### config.mk
export PLATFORM = sky130hd
export DESIGN_NAME = alu_sched_flat
export DESIGN_NICKNAME = d
export VERILOG_FILES = /design/src/rtl/alu_sched_if.sv /design/src/rtl/alu_sched.sv /design/src/flat_wrapper.sv
export SDC_FILE = /design/constraint.sdc
export NUM_CORES = 2
export LEC_CHECK = 0
export CORE_MARGIN = 2
export CORE_UTILIZATION = 40
export CTS_BUF_LIST = sky130_fd_sc_hd__clkbuf_8 sky130_fd_sc_hd__clkbuf_16
export CTS_CLUSTER_SIZE = 20
export DETAILED_ROUTE_END_ITERATION = 8
export GPL_TIMING_DRIVEN = 0
export PLACE_DENSITY = 0.63
export SETUP_SLACK_MARGIN = 0.15
export SYNTH_ARGS = -nofsm -noshare
export SYNTH_HDL_FRONTEND = slang
export SYNTH_SLANG_ARGS = --single-unit
### constraint.sdc
create_clock -name clk -period 66.9 [get_ports clk]
set_input_delay 13.38 -clock clk [delete_from_list [all_inputs] [get_ports clk]]
set_output_delay 13.38 -clock clk [all_outputs]
set_load 0.05 [all_outputs]
### src/rtl/alu_sched_if.sv
// Bundle of the two requester ports and the response port of the shared-ALU scheduler.
// The master side is the client/consumer; the slave side is the scheduler.
interface alu_sched_if;
  logic        r0_valid;
  logic        r0_ready;
  logic [31:0] r0_rs;
  logic [31:0] r0_rt;
  logic [3:0]  r0_op;

  logic        r1_valid;
  logic        r1_ready;
  logic [31:0] r1_rs;
  logic [31:0] r1_rt;
  logic [3:0]  r1_op;

  logic        resp_valid;
  logic        resp_ready;
  logic [31:0] resp_rd;
  logic        resp_id;
  logic        resp_dz;
  logic        busy;

  modport master (
    output r0_valid, r0_rs, r0_rt, r0_op,
    input  r0_ready,
    output r1_valid, r1_rs, r1_rt, r1_op,
    input  r1_ready,
    output resp_ready,
    input  resp_valid, resp_rd, resp_id, resp_dz, busy
  );

  modport slave (
    input  r0_valid, r0_rs, r0_rt, r0_op,
    output r0_ready,
    input  r1_valid, r1_rs, r1_rt, r1_op,
    output r1_ready,
    input  resp_ready,
    output resp_valid, resp_rd, resp_id, resp_dz, busy
  );
endinterface

### src/rtl/alu_sched.sv
// Shared-ALU scheduler: round-robin arbitration of two requesters onto one 32-bit ALU,
// with op-dependent operand hold time (multicycle mul/div) and a registered valid/ready result.
module alu_sched #(
  parameter int MUL_CYCLES = 2,
  parameter int DIV_CYCLES = 4
) (
  input logic        clk,
  input logic        reset,
  alu_sched_if.slave bus
);

  localparam logic [3:0] OP_ADD   = 4'b1000;
  localparam logic [3:0] OP_SUB   = 4'b0100;
  localparam logic [3:0] OP_MUL   = 4'b0010;
  localparam logic [3:0] OP_DIV   = 4'b0001;
  localparam logic [3:0] MUL_HOLD = 4'(MUL_CYCLES);
  localparam logic [3:0] DIV_HOLD = 4'(DIV_CYCLES);

  typedef enum logic [1:0] {IDLE, EXEC, DONE} state_t;

  state_t      state;
  logic [3:0]  cnt;
  logic        last_grant;
  logic [31:0] op_rs;
  logic [31:0] op_rt;
  logic [3:0]  op_code;
  logic        op_id;
  logic        op_dz;

  logic        grant;
  logic        accept;
  logic [31:0] sel_rs;
  logic [31:0] sel_rt;
  logic [3:0]  sel_op;
  logic        sel_dz;
  logic [3:0]  sel_hold;
  logic [31:0] alu_y;

  // Round-robin only matters on a tie; otherwise the single valid requester wins.
  always_comb begin
    if (bus.r0_valid && bus.r1_valid) grant = ~last_grant;
    else                              grant = bus.r1_valid;
  end

  assign accept       = (state == IDLE) && !reset && (bus.r0_valid || bus.r1_valid);
  assign bus.r0_ready = (state == IDLE) && !reset && bus.r0_valid && !grant;
  assign bus.r1_ready = (state == IDLE) && !reset && bus.r1_valid && grant;
  assign bus.busy     = (state != IDLE);

  assign sel_rs = grant ? bus.r1_rs : bus.r0_rs;
  assign sel_rt = grant ? bus.r1_rt : bus.r0_rt;
  assign sel_op = grant ? bus.r1_op : bus.r0_op;
  assign sel_dz = (sel_op == OP_DIV) && (sel_rt == 32'd0);

  // Divide by zero skips the long hold since the ALU result is discarded anyway.
  always_comb begin
    case (sel_op)
      OP_MUL:  sel_hold = MUL_HOLD;
      OP_DIV:  sel_hold = sel_dz ? 4'd1 : DIV_HOLD;
      default: sel_hold = 4'd1;
    endcase
  end

  always_comb begin
    case (op_code)
      OP_ADD:  alu_y = op_rs + op_rt;
      OP_SUB:  alu_y = op_rs - op_rt;
      OP_MUL:  alu_y = op_rs * op_rt;
      OP_DIV:  alu_y = (op_rt == 32'd0) ? 32'hFFFF_FFFF : op_rs / op_rt;
      default: alu_y = op_rs + op_rt;
    endcase
  end

  always_ff @(posedge clk) begin
    if (reset) begin
      state          <= IDLE;
      cnt            <= 4'd0;
      last_grant     <= 1'b1;
      op_rs          <= 32'd0;
      op_rt          <= 32'd0;
      op_code        <= 4'd0;
      op_id          <= 1'b0;
      op_dz          <= 1'b0;
      bus.resp_valid <= 1'b0;
      bus.resp_rd    <= 32'd0;
      bus.resp_id    <= 1'b0;
      bus.resp_dz    <= 1'b0;
    end else begin
      case (state)
        IDLE: begin
          if (accept) begin
            op_rs      <= sel_rs;
            op_rt      <= sel_rt;
            op_code    <= sel_op;
            op_id      <= grant;
            op_dz      <= sel_dz;
            cnt        <= sel_hold - 4'd1;
            last_grant <= grant;
            state      <= EXEC;
          end
        end
        // Operand registers stay frozen here so mul/div can be timed as multicycle paths.
        EXEC: begin
          if (cnt == 4'd0) begin
            bus.resp_rd    <= op_dz ? 32'hFFFF_FFFF : alu_y;
            bus.resp_id    <= op_id;
            bus.resp_dz    <= op_dz;
            bus.resp_valid <= 1'b1;
            state          <= DONE;
          end else begin
            cnt <= cnt - 4'd1;
          end
        end
        DONE: begin
          if (bus.resp_ready) begin
            bus.resp_valid <= 1'b0;
            state          <= IDLE;
          end
        end
        default: state <= IDLE;
      endcase
    end
  end

endmodule

### src/flat_wrapper.sv
// flat-port wrapper written by rule: the top's interface ports become plain ports
module alu_sched_flat 
#(
  parameter int MUL_CYCLES = 2,
  parameter int DIV_CYCLES = 4
)
  (clk, reset, bus_r0_valid, bus_r0_rs, bus_r0_rt, bus_r0_op, bus_r0_ready, bus_r1_valid, bus_r1_rs, bus_r1_rt, bus_r1_op, bus_r1_ready, bus_resp_ready, bus_resp_valid, bus_resp_rd, bus_resp_id, bus_resp_dz, bus_busy);
  alu_sched_if bus_i ();
  input logic clk;
  input logic reset;
  input wire logic [$bits(bus_i.r0_valid)-1:0] bus_r0_valid;
  input wire logic [$bits(bus_i.r0_rs)-1:0] bus_r0_rs;
  input wire logic [$bits(bus_i.r0_rt)-1:0] bus_r0_rt;
  input wire logic [$bits(bus_i.r0_op)-1:0] bus_r0_op;
  output wire logic [$bits(bus_i.r0_ready)-1:0] bus_r0_ready;
  input wire logic [$bits(bus_i.r1_valid)-1:0] bus_r1_valid;
  input wire logic [$bits(bus_i.r1_rs)-1:0] bus_r1_rs;
  input wire logic [$bits(bus_i.r1_rt)-1:0] bus_r1_rt;
  input wire logic [$bits(bus_i.r1_op)-1:0] bus_r1_op;
  output wire logic [$bits(bus_i.r1_ready)-1:0] bus_r1_ready;
  input wire logic [$bits(bus_i.resp_ready)-1:0] bus_resp_ready;
  output wire logic [$bits(bus_i.resp_valid)-1:0] bus_resp_valid;
  output wire logic [$bits(bus_i.resp_rd)-1:0] bus_resp_rd;
  output wire logic [$bits(bus_i.resp_id)-1:0] bus_resp_id;
  output wire logic [$bits(bus_i.resp_dz)-1:0] bus_resp_dz;
  output wire logic [$bits(bus_i.busy)-1:0] bus_busy;
  assign bus_i.r0_valid = bus_r0_valid;
  assign bus_i.r0_rs = bus_r0_rs;
  assign bus_i.r0_rt = bus_r0_rt;
  assign bus_i.r0_op = bus_r0_op;
  assign bus_r0_ready = bus_i.r0_ready;
  assign bus_i.r1_valid = bus_r1_valid;
  assign bus_i.r1_rs = bus_r1_rs;
  assign bus_i.r1_rt = bus_r1_rt;
  assign bus_i.r1_op = bus_r1_op;
  assign bus_r1_ready = bus_i.r1_ready;
  assign bus_i.resp_ready = bus_resp_ready;
  assign bus_resp_valid = bus_i.resp_valid;
  assign bus_resp_rd = bus_i.resp_rd;
  assign bus_resp_id = bus_i.resp_id;
  assign bus_resp_dz = bus_i.resp_dz;
  assign bus_busy = bus_i.busy;
  alu_sched #(.MUL_CYCLES(MUL_CYCLES), .DIV_CYCLES(DIV_CYCLES)) u_core (.clk(clk), .reset(reset), .bus(bus_i));
endmodule
==> flow_summary.yaml <==
yosys:
  yosysMostFrequentCell: "nand2_1"
  synth_xor_xnor_area_share_pct: 8.34
  synth_top_area_cell: "ha_1"
  synth_mux_area_share_pct: 1.92
  synthArstFlopShare_pct: 0
  synth-seq-cells: 112
  yosysSeqAreaShare_pct: 4.37
  netlist_area_um2: 51300
  synth-simple-area-share_pct: 23.0
  yosysUniqueCellTypes: 102
  syn_area_per_cell_um2: 7.26
  ys_warn_count: 0
  synthTopCellsByCount: "nand2_1 (1040), ha_1 (688), inv_1 (669)"
  syn_inst: 7064
  synth_fp_nets: 8302
  synth_top_family_by_area: "adder cells"
  synth_area_leaders: "ha_1 (17%), fa_1 (16%), nand2_1 (7.6%)"
  synth.top_cell.area_share_pct: 16.8
  synthAdderAreaFrac_pct: 32.8
  synth_compound_area_share_pct: 22.2
  synth_edf_count: 0
  synthFlopType: "dfxtp_1"
floorplan:
  row_count: 131
  core_um2: 127000
  dieHeight_um: 362
  io_pins: 179
  initial_core_util_pct: 40.2
  die_area_um2: 131000
  die_w_um: 362
route:
  antenna_left: 0
  first_pass_iters: 6
  avgViaCountPerCell: 6.21
  first_iter_violations: 5709
  wirelength_mm: 242
  routed-via-count: 58600
  wl_per_cell_um: 25.6
  drc: 0
clock_tree:
  numCtsBuffers: 9
  clock-root-buffer: "clkbuf_16"
  clk_latency_ns: 0.39
  cts_sinks: 112
  clock_path_buffers: 2
  cts_tree: "done"
  clkTransAtPathRegs_ns: 0.09
  cts_max_level: 3
  cts_hold_buf: 0
grt:
  grt_use_total_pct: 34.4
  grt_pass1_vias: 55100
  overflow: 0
  grt_start_max_net_pins: 40
  grt_pass1_wl_mm: 343
  grt_antenna_before_repair: 6
worst_setup_path:
  path_common_cell: "ha_4"
  crit_type: "register to register"
  path_max_fanout: 10
  crit_path_top_delay_cell: "or4_1"
  arrival_ns: 66.46
  endpoint_kind: "register"
  required_ns: 67.16
  critPathMaxStageDelay_ns: 0.58
  critPathTopFamily: "compound AO/OA/AOI/OAI gates"
  critPathLaunchType: "register"
  cp.buffers_inverters: 46
cells_and_area:
  stdcell_area_um2: 66200
  layout-drive-gt1-share_pct: 19.6
  n_fill_cell: 12100
  nets: 9002
  multiInputGateArea_um2: 50700
  syn2layout_area_growth_pct: 29.1
  final_cell_count_no_fill: 9434
  ff_latch_area_um2: 2250
timing:
  tightest_slew_ns: 1.50
  relSlewSlack_pct: 0.286
  fmax_mhz: 15.1
  min_period_over_period_pct: 98.9
  setup_viol: 0
  skew_ns: 0.0222
  hold_viol: 0
  drv_slew: 0
  period_minus_slack_ns: 66.19
place:
  post-dp-hpwl_mm: 185
  dp.cells: 8919
  numPortBuffers: 178
  gp_congestion: 1.04
  detailed_place.area_um2: 55600
flow_run:
  drv_cap: 2
run_status:
  failed_checks: "capacitance limit"
  status: "finished, violations left"
min_path:
  hp-class: "register to register"
## cell usage in the layout, fill, tap and decap left out, types with 56 or more instances in the layout
master and count:
a21o_1 172, xnor2_1 320, ha_4 104, inv_1 645
xor2_1 166, o21a_1 85, nand2b_1 56, ha_1 571
a311oi_1 77, nand3_1 95, dfxtp_1 107, nor2_1 605
buf_4 465, a21oi_1 318, o21ai_0 219, fa_1 409
nand2_1 997, nor2b_1 61, o211ai_1 70, a21oi_2 91
nand4_1 58, or3_1 62, nor3_1 124, and2_1 114
clkbuf_1 183, clkdlybuf4s50_1 178
## metal layers
| metal | GRT usage, % | up-vias | routed length [µm] |
|---|---|---|---|
| li1 | - | 25900 | - |
| met1 | 43.8 | 28100 | 93000 |
| met2 | 53.8 | 3518 | 104000 |
| met3 | 7.50 | 953 | 26100 |
| met4 | 19.5 | 8 | 18900 |
| met5 | 0 | - | 57 |
## metrics by stage
stage	utilization [%]	hold slack (ns)	setup WS, ns	setup TNS [ns]
after floorplan	-	0.412	0.199	0
after global placement	43.4	0.425	-25.42	-101.95
after detailed placement	43.6	0.429	-25.24	-101.02
after CTS	47.4	0.443	0.150	0
after global routing	52.0	0.482	-0.911	-0.911
final	52.0	0.439	0.708	0
## what timing repair did
| action | in CTS | in global routing |
|---|---|---|
| pin swaps | 169 | 390 |
| gates cloned | 0 | 7 |
| setup buffers | 198 | 294 |
| endpoints found under the setup margin | 7 | 2 |
| resized for setup | 693 | 701 |
## logic make-up (layout without fill, tap and decap cells)
logic type / count (synthesis) / in the layout
and+or+nand+nor: 2584 / 2584
AOI/OAI and AO/OA: 1703 / 1703
adders and majority gates: 1097 / 1097
buffers and inverters: 989 / 1694
xor gates and xnor gates: 488 / 488
DFF: 112 / 112
muxes: 91 / 91
other: 0 / 3
## flip-flops by register name (all words and copies together), names as in the netlist
register	count
u_core.bus.resp_valid	1
u_core.bus.resp_rd	32
u_core.cnt	4
u_core.last_grant	1
u_core.state	2
u_core.op_rs	32
u_core.op_id	1
u_core.op_rt	32
u_core.bus.resp_dz	1
u_core.bus.resp_id	1
u_core.op_code	4
u_core.op_dz	1
## worst paths after layout
path	from	endpoint	slack, ns	depth (start not counted)
hold / removal	u_core.cnt[3]	u_core.cnt[3]	0.44	2
hold reg to reg	u_core.cnt[3]	u_core.cnt[3]	0.44	2
setup / recovery	u_core.op_rt[23]	u_core.bus.resp_rd[0]	0.71	322
setup reg to reg	u_core.op_rt[23]	u_core.bus.resp_rd[0]	0.71	322
## tightest hold or removal path: stages, from the launching register on
cell	delay, ns
dfxtp_1	0.32
nand2_1	0.05
a21oi_1	0.03
## final cells by class
type / instances / share of cell area (%)
Clock inverter: 7 / 0.108
Tap cell: 1662 / 3.14
Multi-Input combinational cell: 5963 / 76.5
Clock buffer: 9 / 0.340
Timing Repair Buffer: 693 / 9.26
Antenna cell: 3 / 0.0113
Sequential cell: 112 / 3.40
Inverter: 673 / 3.84
Buffer: 312 / 3.36
Power is left out: the tool's default activity adds up to more than one toggle a clock period on the data nets, which glitch-free logic cannot reach.
